==> src/rtl/serial_rx_arbiter_if.sv <==
// Channel-side and ctrl-TX-side signal bundle of serial_rx_arbiter.
// slave = arbiter view, master = channel/serializer environment view.
interface serial_rx_arbiter_if #(
   parameter int unsigned D_W    = 8,
   parameter int unsigned NUM_CH = 8,
   parameter int unsigned PRIO_W = 3
);
   logic                     enable;
   logic [NUM_CH-1:0]        chan_req;
   logic [NUM_CH*PRIO_W-1:0] chan_prio;
   logic [NUM_CH*D_W-1:0]    chan_data;
   logic [NUM_CH-1:0]        chan_grant;
   logic                     commit_read;
   logic                     ctrl_tx_ok_2_ld;
   logic                     ctrl_tx_load;
   logic [D_W-1:0]           ctrl_tx_dat;
   logic                     busy;

   modport slave (
      input  enable, chan_req, chan_prio, chan_data, ctrl_tx_ok_2_ld,
      output chan_grant, commit_read, ctrl_tx_load, ctrl_tx_dat, busy
   );

   modport master (
      output enable, chan_req, chan_prio, chan_data, ctrl_tx_ok_2_ld,
      input  chan_grant, commit_read, ctrl_tx_load, ctrl_tx_dat, busy
   );
endinterface

==> src/rtl/serial_rx_arbiter.sv <==
// Priority/round-robin arbiter framing one pending RX byte per frame onto the ctrl TX link.
// Optional age-based starvation guard: define SERIAL_ARB_STARVATION_GUARD_EN.
module serial_rx_arbiter #(
   parameter int unsigned D_W       = 8,
   parameter int unsigned NUM_CH    = 8,
   parameter int unsigned PRIO_W    = 3,
   parameter logic [D_W-$clog2(NUM_CH)-1:0] HDR_TAG = 5'b10100,
   parameter int unsigned AGE_LIMIT = 16
) (
   input logic               clk,
   input logic               rst,
   serial_rx_arbiter_if.slave bus
);
   localparam int unsigned CH_W = $clog2(NUM_CH);
   localparam int unsigned EP_W = PRIO_W + 1;

   if (((NUM_CH & (NUM_CH - 1)) != 0) || (AGE_LIMIT == 0)) begin : g_param_chk
      $error("serial_rx_arbiter: NUM_CH must be a power of 2 and AGE_LIMIT nonzero");
   end

   typedef enum logic [2:0] {IDLE, ARB, POP, HDR, GAP, DAT} state_t;

   state_t            state;
   logic [CH_W-1:0]   rr_ptr;
   logic [CH_W-1:0]   winner;
   logic [D_W-1:0]    data_hold;
   logic [NUM_CH-1:0] grant_q;
   logic              commit_q;
   logic              load_q;
   logic [D_W-1:0]    dat_q;
   logic              busy_q;

   logic [EP_W-1:0]   eff_prio [NUM_CH];
   logic [EP_W-1:0]   best_prio;
   logic [CH_W-1:0]   scan_idx;
   logic [CH_W-1:0]   arb_idx_c;
   logic              arb_any_c;

`ifdef SERIAL_ARB_STARVATION_GUARD_EN
   localparam int unsigned AGE_W = $clog2(AGE_LIMIT + 1);
   logic [AGE_W-1:0] age [NUM_CH];

   // Aged-out channels outrank every programmable priority
   always_comb begin
      for (int i = 0; i < NUM_CH; i++) begin
         if (age[i] == AGE_W'(AGE_LIMIT))
            eff_prio[i] = {1'b1, {PRIO_W{1'b0}}};
         else
            eff_prio[i] = {1'b0, bus.chan_prio[i*PRIO_W +: PRIO_W]};
      end
   end

   always_ff @(posedge clk) begin
      if (rst) begin
         for (int i = 0; i < NUM_CH; i++) age[i] <= '0;
      end else if (state == ARB) begin
         for (int i = 0; i < NUM_CH; i++) begin
            if (!bus.chan_req[i] || (arb_idx_c == CH_W'(i)))
               age[i] <= '0;
            else if (age[i] != AGE_W'(AGE_LIMIT))
               age[i] <= age[i] + AGE_W'(1);
         end
      end
   end
`else
   always_comb begin
      for (int i = 0; i < NUM_CH; i++)
         eff_prio[i] = {1'b0, bus.chan_prio[i*PRIO_W +: PRIO_W]};
   end
`endif

   // Circular scan from rr_ptr; only a strictly higher priority displaces, so ties keep RR order
   always_comb begin
      arb_any_c = 1'b0;
      arb_idx_c = rr_ptr;
      best_prio = '0;
      scan_idx  = rr_ptr;
      for (int k = 0; k < NUM_CH; k++) begin
         scan_idx = rr_ptr + CH_W'(k);
         if (bus.chan_req[scan_idx] && (!arb_any_c || (eff_prio[scan_idx] > best_prio))) begin
            arb_any_c = 1'b1;
            arb_idx_c = scan_idx;
            best_prio = eff_prio[scan_idx];
         end
      end
   end

   always_ff @(posedge clk) begin
      if (rst) begin
         state     <= IDLE;
         rr_ptr    <= '0;
         winner    <= '0;
         data_hold <= '0;
         grant_q   <= '0;
         commit_q  <= 1'b0;
         load_q    <= 1'b0;
         dat_q     <= '0;
         busy_q    <= 1'b0;
      end else begin
         commit_q <= 1'b0;
         load_q   <= 1'b0;
         unique case (state)
            IDLE: begin
               if (bus.enable && (|bus.chan_req)) begin
                  state  <= ARB;
                  busy_q <= 1'b1;
               end
            end
            ARB: begin
               if (arb_any_c) begin
                  winner    <= arb_idx_c;
                  grant_q   <= NUM_CH'(1) << arb_idx_c;
                  data_hold <= bus.chan_data[arb_idx_c*D_W +: D_W];
                  state     <= POP;
               end else begin
                  state  <= IDLE;
                  busy_q <= 1'b0;
               end
            end
            POP: begin
               commit_q <= 1'b1;
               state    <= HDR;
            end
            HDR: begin
               if (bus.ctrl_tx_ok_2_ld) begin
                  load_q <= 1'b1;
                  dat_q  <= {HDR_TAG, winner};
                  state  <= GAP;
               end
            end
            // Serializer needs a cycle to drop ok_2_ld after the header load
            GAP: state <= DAT;
            DAT: begin
               if (bus.ctrl_tx_ok_2_ld) begin
                  load_q  <= 1'b1;
                  dat_q   <= data_hold;
                  rr_ptr  <= winner + CH_W'(1);
                  grant_q <= '0;
                  busy_q  <= 1'b0;
                  state   <= IDLE;
               end
            end
            default: state <= IDLE;
         endcase
      end
   end

   assign bus.chan_grant   = grant_q;
   assign bus.commit_read  = commit_q;
   assign bus.ctrl_tx_load = load_q;
   assign bus.ctrl_tx_dat  = dat_q;
   assign bus.busy         = busy_q;
endmodule

==> src/flat_wrapper.sv <==
// flat-port wrapper written by rule: the top's interface ports become plain ports
module serial_rx_arbiter_flat 
#(
   parameter int unsigned D_W       = 8,
   parameter int unsigned NUM_CH    = 8,
   parameter int unsigned PRIO_W    = 3,
   parameter logic [D_W-$clog2(NUM_CH)-1:0] HDR_TAG = 5'b10100,
   parameter int unsigned AGE_LIMIT = 16
)
  (clk, rst, bus_enable, bus_chan_req, bus_chan_prio, bus_chan_data, bus_ctrl_tx_ok_2_ld, bus_chan_grant, bus_commit_read, bus_ctrl_tx_load, bus_ctrl_tx_dat, bus_busy);
  serial_rx_arbiter_if #(.D_W(D_W), .NUM_CH(NUM_CH), .PRIO_W(PRIO_W)) bus_i ();
  input logic clk;
  input logic rst;
  input wire logic [$bits(bus_i.enable)-1:0] bus_enable;
  input wire logic [$bits(bus_i.chan_req)-1:0] bus_chan_req;
  input wire logic [$bits(bus_i.chan_prio)-1:0] bus_chan_prio;
  input wire logic [$bits(bus_i.chan_data)-1:0] bus_chan_data;
  input wire logic [$bits(bus_i.ctrl_tx_ok_2_ld)-1:0] bus_ctrl_tx_ok_2_ld;
  output wire logic [$bits(bus_i.chan_grant)-1:0] bus_chan_grant;
  output wire logic [$bits(bus_i.commit_read)-1:0] bus_commit_read;
  output wire logic [$bits(bus_i.ctrl_tx_load)-1:0] bus_ctrl_tx_load;
  output wire logic [$bits(bus_i.ctrl_tx_dat)-1:0] bus_ctrl_tx_dat;
  output wire logic [$bits(bus_i.busy)-1:0] bus_busy;
  assign bus_i.enable = bus_enable;
  assign bus_i.chan_req = bus_chan_req;
  assign bus_i.chan_prio = bus_chan_prio;
  assign bus_i.chan_data = bus_chan_data;
  assign bus_i.ctrl_tx_ok_2_ld = bus_ctrl_tx_ok_2_ld;
  assign bus_chan_grant = bus_i.chan_grant;
  assign bus_commit_read = bus_i.commit_read;
  assign bus_ctrl_tx_load = bus_i.ctrl_tx_load;
  assign bus_ctrl_tx_dat = bus_i.ctrl_tx_dat;
  assign bus_busy = bus_i.busy;
  serial_rx_arbiter #(.D_W(D_W), .NUM_CH(NUM_CH), .PRIO_W(PRIO_W), .HDR_TAG(HDR_TAG), .AGE_LIMIT(AGE_LIMIT)) u_core (.clk(clk), .rst(rst), .bus(bus_i));
endmodule
==> config.mk <==
export PLATFORM = sky130hd
export DESIGN_NAME = serial_rx_arbiter_flat
export DESIGN_NICKNAME = d
export VERILOG_FILES = /design/src/rtl/serial_rx_arbiter_if.sv /design/src/rtl/serial_rx_arbiter.sv /design/src/flat_wrapper.sv
export SDC_FILE = /design/constraint.sdc
export NUM_CORES = 1
export LEC_CHECK = 0
export CORE_MARGIN = 1.5
export CORE_UTILIZATION = 40
export CTS_BUF_LIST = sky130_fd_sc_hd__clkbuf_4
export CTS_CLUSTER_DIAMETER = 60
export DETAILED_ROUTE_END_ITERATION = 10
export PLACE_DENSITY = 0.75
export SLEW_MARGIN = 30
export SYNTH_ARGS = -nofsm -noshare
export SYNTH_HDL_FRONTEND = slang
export SYNTH_SLANG_ARGS = --single-unit
==> constraint.sdc <==
create_clock -name clk -period 26.1 [get_ports clk]
set_input_delay 2.61 -clock clk [delete_from_list [all_inputs] [get_ports clk]]
set_output_delay 2.61 -clock clk [all_outputs]
set_load 0.005 [all_outputs]
=== After elaboration in Yosys (flattened, before gate mapping) ===
Index checks and enable logic that the tools add are counted.

* Register bits after elaboration: 36
* Logic and storage cells: 175
* Input port bits: 100
* Output and inout bits: 19

* Magnitude comparators: 23
* Shifts and indexed selects: 2
* Mux-type cells: 79
* Bitwise gates (word level): 9
* Reductions and logical operators: 35
* Add/subtract/negate cells: 8
* Eq/ne operators: 10

{| class="wikitable"
|+ Operator list
! cell !! count
|-
| binary-select mux 4 bit (select 3 bit) || 8
|-
| two-way mux 4 bit || 23
|-
| indexed part select 64 x 7 -> 8 bit || 1
|-
| >= comparator 4 bit, second input constant || 8
|-
| less-than comparator 3 x 4 -> 1 bit, second input constant || 8
|-
| two-way mux 8 bit || 4
|-
| inverter 3 -> 4 bit || 8
|-
| one-hot mux 8 bit (2 select lines) || 2
|-
| two-way mux 3 bit || 10
|-
| greater-than comparator 4 bit || 7
|-
| binary-select mux 1 bit (select 3 bit) || 8
|-
| two-way mux 1 bit || 21
|-
| one-hot mux 3 bit (6 select lines) || 1
|-
| adder 3 bit, second input constant || 4
|-
| AND reduction 3 bit || 3
|-
| logical AND 1 bit || 8
|-
| OR reduction 8 bit || 1
|-
| << shifter 1 x 3 -> 8 bit, first input constant || 1
|-
| logical NOT 1 bit || 7
|-
| logical OR 1 bit || 7
|-
| adder 3 x 1 -> 3 bit, second input constant || 2
|-
| adder 3 x 2 -> 3 bit, second input constant || 2
|-
| equality test 3 x 2 -> 1 bit, second input constant || 2
|-
| equality test 3 bit, second input constant || 2
|-
| other kinds (12) || 18
|}

=== Logic depth before layout (Yosys ltp) ===
* Word-level depth: 36
* Mapped depth: 71

=== Worst setup path before layout ===
Ideal clock, no wire load.

* Kind: in2reg
* Start point: input port bus_chan_prio[19]
* End point: register u_core.data_hold[0]
* Cell stages on the path: 60
* Data required time: 25.963 ns
* Arrival time: 12.915 ns
* Slack: 13.049 ns
* Path through: mux4_2 -> mux2_2 -> ha_1 -> nor2b_1 -> o21ai_0 -> a32oi_1 -> o21ai_1 -> mux2i_1 -> ha_1 -> nor2b_1 -> o21ai_0 -> a32oi_1 -> o21a_1 -> o21ai_0 -> inv_1 -> ha_1 -> nor2b_1 -> o21a_1 -> [... 24 more ...] -> ha_1 -> a32oi_1 -> a31oi_1 -> or2_1 -> buf_6 -> a21o_1 -> ha_1 -> nor2b_1 -> o21ai_0 -> a32oi_1 -> a41oi_1 -> nor2_1 -> a311oi_2 -> xnor2_1 -> buf_6 -> mux4_2 -> o21ai_1 -> a31oi_1

* Longest elaborated chain between the ends: 33
* Elaborated cells between the ends (all ways): 74
* Classes of those cells: 7 x order compare; 1 x shift; 45 x mux; 21 x reduce/logical

{| class="wikitable"
|+ RTL lines
! element !! RTL line !! text
|-
| start, declared || flat_wrapper.sv:16 || <nowiki>input wire logic [$bits(bus_i.chan_prio)-1:0] bus_chan_prio;</nowiki>
|-
| binary-select mux 4 bit (select 3 bit) || -- ||
|-
| two-way mux 4 bit (2 in series) || -- ||
|-
| two-way mux 4 bit || serial_rx_arbiter.sv:80 || <nowiki>if (bus.chan_req[scan_idx] && (!arb_any_c || (eff_prio[scan_idx] > best_prio))) begin</nowiki>
|-
| greater-than comparator 4 bit || serial_rx_arbiter.sv:80 ||
|-
| logical OR 1 bit || serial_rx_arbiter.sv:80 ||
|-
| logical AND 1 bit || serial_rx_arbiter.sv:80 ||
|-
| two-way mux 4 bit / two-way mux 1 bit (equally long branches) || serial_rx_arbiter.sv:80 ||
|-
| greater-than comparator 4 bit / logical NOT 1 bit (equally long branches) || serial_rx_arbiter.sv:80 ||
|-
| [... 16 more ...] || -- ||
|-
| logical OR 1 bit || serial_rx_arbiter.sv:80 ||
|-
| logical AND 1 bit || serial_rx_arbiter.sv:80 ||
|-
| two-way mux 4 bit / two-way mux 1 bit (equally long branches) || serial_rx_arbiter.sv:80 ||
|-
| greater-than comparator 4 bit / logical NOT 1 bit (equally long branches) || serial_rx_arbiter.sv:80 ||
|-
| logical OR 1 bit || serial_rx_arbiter.sv:80 ||
|-
| logical AND 1 bit || serial_rx_arbiter.sv:80 ||
|-
| two-way mux 3 bit / two-way mux 1 bit (equally long branches) || serial_rx_arbiter.sv:80 ||
|-
| indexed part select 64 x 7 -> 8 bit / AND reduction 2 bit (equally long branches) || -- ||
|-
| end signal, assigned || serial_rx_arbiter.sv:113 || <nowiki>data_hold <= bus.chan_data[arb_idx_c*D_W +: D_W];</nowiki>
|-
| end, declared || serial_rx_arbiter.sv:26 || <nowiki>logic [D_W-1:0] data_hold;</nowiki>
|}

Parallel ways exist; a longest one is shown, timed or not. The select of a mux whose other input is x is not followed.
A chain may end at the register's enable or synchronous reset.

=== Final worst setup path ===
* Start point: input port bus_chan_req[7]
* End point: register u_core.data_hold[3]

* Longest elaborated chain between the ends: 32
* Elaborated cells between the ends (all ways): 68
* Classes of those cells: 7 x order compare; 1 x shift; 38 x mux; 22 x reduce/logical

{| class="wikitable"
|+ RTL lines
! element !! RTL line !! text
|-
| start, declared || flat_wrapper.sv:15 || <nowiki>input wire logic [$bits(bus_i.chan_req)-1:0] bus_chan_req;</nowiki>
|-
| binary-select mux 1 bit (select 3 bit) || serial_rx_arbiter.sv:80 ||
|-
| two-way mux 1 bit (implied by the code) || serial_rx_arbiter.sv:80 ||
|-
| two-way mux 4 bit / two-way mux 1 bit (equally long branches) || serial_rx_arbiter.sv:80 ||
|-
| greater-than comparator 4 bit / logical NOT 1 bit (equally long branches) || serial_rx_arbiter.sv:80 ||
|-
| logical OR 1 bit || serial_rx_arbiter.sv:80 ||
|-
| logical AND 1 bit || serial_rx_arbiter.sv:80 ||
|-
| two-way mux 4 bit / two-way mux 1 bit (equally long branches) || serial_rx_arbiter.sv:80 ||
|-
| greater-than comparator 4 bit / logical NOT 1 bit (equally long branches) || serial_rx_arbiter.sv:80 ||
|-
| [... 16 more ...] || -- ||
|-
| logical OR 1 bit || serial_rx_arbiter.sv:80 ||
|-
| logical AND 1 bit || serial_rx_arbiter.sv:80 ||
|-
| two-way mux 4 bit / two-way mux 1 bit (equally long branches) || serial_rx_arbiter.sv:80 ||
|-
| greater-than comparator 4 bit / logical NOT 1 bit (equally long branches) || serial_rx_arbiter.sv:80 ||
|-
| logical OR 1 bit || serial_rx_arbiter.sv:80 ||
|-
| logical AND 1 bit || serial_rx_arbiter.sv:80 ||
|-
| two-way mux 3 bit / two-way mux 1 bit (equally long branches) || serial_rx_arbiter.sv:80 ||
|-
| indexed part select 64 x 7 -> 8 bit / AND reduction 2 bit (equally long branches) || -- ||
|}

Parallel ways exist; a longest one is shown, timed or not. The select of a mux whose other input is x is not followed.

==> results by group <==
Outcome
  • Status: finished clean

Worst setup path
  • Startpoint types: primary input
  • Flop2flop setup slack: 12.52 ns
  • WS Path Type: in -> reg
  • RR Startpoint: u_core.rr_ptr[0]$_SDFFE_PP0P_
  • Critical path peak fanout: 22
  • Reg-to-Reg End: u_core.data_hold[3]$_SDFFE_PP0P_
  • Crit path arrival time: 15.24 ns
  • WP data required: 26.37 ns
  • R2R cell count: 63
  • CP max stage delay: 0.61 ns
  • CP max stage cell: nor2b_1
  • CP Capture Type: register
  • Most common cell on crit path: o21ai_0

STA
  • RSZ-0062 raised after global routing: no
  • Fmax: 66.80 MHz
  • Tmin final: 14.97 ns
  • Hold violation total from the final report: 0
  • Slew Limit Headroom: 0.4378
  • Worst Tran Pin Value: 0.8422 ns
  • Final setup violation count: 0
  • Period utilization: 0.5736
  • Slew Limit Fails: 0
  • Setup TNS: 0 ns
  • Skew final: 0.01700 ns

Worst hold path
  • Hold EP: u_core.bus.chan_grant[1]$_SDFFE_PP0P_
  • Hold Path Depth: 2
  • HP Class: reg -> reg
  • Hold Startpoint: u_core.bus.chan_grant[1]$_SDFFE_PP0P_

Die
  • Die Ht: 106.2 um
  • Die width: 106.2 um
  • Number of placed I/O pins: 119
  • Die area: 0.01129 mm^2
  • Core area: 0.01032 mm^2
  • Row cnt: 37
  • Starting Density: 0.4129

Logic synthesis
  • Sequential area share after synthesis: 0.1691
  • Post-synthesis adder-cell area fraction: 0.07044
  • Synth Register Bits: 36
  • Synth top area share: 0.1955
  • Simple-gate portion of the synthesized area: 0.1570
  • Synth Area in Compound Gates: 0.1697
  • Synth async-reset ratio: 0
  • Largest family of logic cells by synthesized area: multiplexers
  • Post-synthesis mux area share: 0.3484
  • Syn_nets: 585
  • EDFF count, synth: 0
  • XOR/XNOR Fraction of Synth Area: 0.01849
  • Synthesis Warnings: 0
  • Mapped cell area: 0.004263 mm^2
  • Syn Inst Count: 461
  • Synth area leader: mux4_2
  • Commonest register cell after synthesis: dfxtp_1
  • Yosys cell types: 61
  • Synth area leaders: mux4_2 (20%), dfxtp_1 (17%), mux2i_1 (8.7%)
  • Syn Area/Cell: 9.247 um^2

Routing
  • Number of routed nets with antenna violations: 0
  • Metal-1 WL: 4735 um
  • Number of DRC markers after the initial detailed-route iteration: 165
  • Final WL: 12150 um
  • Routed length on met2: 6355 um
  • Max Used Layer: met4
  • Met3 wire length: 798 um
  • Drt wl/cell: 17.44 um
  • Via count: 4053
  • Vias/cell: 5.815
  • DR DRC count: 0
  • 1st-pass router iterations: 4

Clocking
  • CTS Buffer Depth: 2
  • Hold-fix buffers, CTS: 0
  • CTS tree: done
  • Post-CTS resize count: 0
  • Clock Latency Late Sink: 0.35 ns
  • Clock Sink Count: 36
  • Root Buffer: clkbuf_4
  • TritonCTS buffer count: 5
  • Post-CTS Setup Bufs: 0
  • H-tree Lvls: 2
  • Reg clk slew, reported paths: 0.11 ns

Layout
  • Area Growth Syn to Fin: 30.50%
  • Number of diodes: 0
  • Final core occ: 0.5388
  • Register area: 721.9 um^2
  • Fraction of layout instances using a drive strength above 1: 0.1480
  • Post-route cell area: 0.005563 mm^2
  • Multi-input logic area: 0.003272 mm^2
  • Fillers: 934
  • Fin nets: 684
  • Final std cells w/o fill: 697

Power
  • Leakage: 2.103 nW
  • PD cells: 53.51 mW/mm^2
  • Worst VDD drop: 0.05099 mV

GRT
  • Initial antenna violation count: 0
  • Vias in the first global route: 4094
  • GRT Overall Usage: 0.2162
  • Largest net degree at the start of global routing: 37
  • Congestion Overflow GR: 0
  • First-pass GRT wire length: 19470 um

Placed design
  • Port Buffers: 118
  • Post-DP HPWL: 9604 um
  • Routability cong.: 0.8891
  • Dpl cell area: 0.005483 mm^2
  • Placed cell count: 689

Job
  • Max-cap check violation count: 0
## logic make-up after synthesis
group                      after synthesis
DFF                                     36
and+or+nand+nor                        136
muxes                                   94
adders and majority gates               24
AOI/OAI and AO/OA                      108
xor gates and xnor gates                 6
buffers and inverters                   57
## layout make-up
type | count | area share
flip-flops and latches | 36 | 0.1298
well taps | 136 | 0.03059
multi-input cells | 368 | 0.5882
inverters | 24 | 0.01619
repair buffers | 125 | 0.2209
clock buffers | 6 | 0.008097
clock inverters | 2 | 0.006298
## flip-flops by register name, indices dropped and copies added, names as in the netlist
signal and count:
u_core.bus.commit_read 1, u_core.rr_ptr 3, u_core.bus.chan_grant 8, u_core.data_hold 8, u_core.winner 3, u_core.state 3, u_core.bus.ctrl_tx_dat 8, u_core.bus.ctrl_tx_load 1
u_core.bus.busy 1
## how the worst max path moves through the flow
| stage | to | slack [ns] | cells past startpoint | start |
|---|---|---|---|---|
| 2_1_floorplan | u_core.data_hold[0]$_SDFFE_PP0P_ | 13.05 | 60 | bus_chan_prio[19] |
| 3_3_place_gp | u_core.bus.chan_grant[0]$_SDFFE_PP0P_ | 11.33 | 62 | bus_chan_req[3] |
| 3_5_place_dp | u_core.bus.chan_grant[0]$_SDFFE_PP0P_ | 10.96 | 62 | bus_chan_req[4] |
| 4_1_cts | u_core.bus.chan_grant[0]$_SDFFE_PP0P_ | 11.27 | 62 | bus_chan_req[4] |
| 5_1_grt | u_core.data_hold[2]$_SDFFE_PP0P_ | 10.01 | 64 | bus_chan_req[5] |
| 6_report | u_core.data_hold[3]$_SDFFE_PP0P_ | 11.13 | 64 | bus_chan_req[7] |
## per-stage QoR
stage                     hold slack [ns]  power (mW)  worst slack, ns
after floorplan                    0.4483      0.2106            13.05
after global routing               0.4784      0.3195            10.01
after detailed placement           0.4512      0.2570            10.96
after CTS                          0.4654      0.2980            11.27
after global placement             0.4449      0.2527            11.33
final                              0.4595      0.2976            11.13
## placed cells by master (no fill, tap or decap), drive strengths merged, types with 4 or more instances in the layout
master,instances
mux2i,38
buf,8
nor2,50
a32oi,5
o21ai,26
ha,24
clkbuf,6
a31oi,12
and3,4
mux4,40
a21o,4
mux2,16
dfxtp,36
a211oi,6
clkdlybuf4s50,117
a22oi,14
o211ai,4
nand2,33
or2,11
nor2b,9
a21oi,22
o21a,4
nand3,9
inv,24
## routing by layer
layer / track usage / up-vias
li1: - / 1936
met4: 0.06564 / 0
met2: 0.4120 / 156
met5: 0 / -
met3: 0.03985 / 20
met1: 0.2408 / 1941
## synthesized netlist by cell type (9+ instances only)
| master | n |
|---|---|
| inv_1 | 24 |
| mux4_2 | 37 |
| nand3_1 | 9 |
| nor2b_1 | 9 |
| clkbuf_1 | 16 |
| o21ai_0 | 18 |
| a31oi_1 | 12 |
| nor2_1 | 48 |
| a22oi_1 | 14 |
| ha_1 | 24 |
| dfxtp_1 | 36 |
| mux2i_1 | 37 |
| a21oi_1 | 21 |
| nand2_1 | 33 |
| mux2_2 | 16 |
| or2_0 | 9 |
## report_power, final
group,internal (mW),switching [mW],total (mW)
clock network,0.0211,0.0190,0.0401
logic,0.0940,0.0997,0.194
registers,0.0602,0.00361,0.0639
total,0.175,0.122,0.298
## worst max-delay path, delay by kind of cell
family	cells	cell delay, ns
AO/OA/AOI/OAI	29	5.59
AND/OR/NAND/NOR	14	2.40
multiplexers	4	1.60
XOR/XNOR	1	0.16
adder cells (fa/ha/maj)	7	1.64
buffers and inverters	9	1.25
No activity file was read; power rests on OpenSTA's default activity.
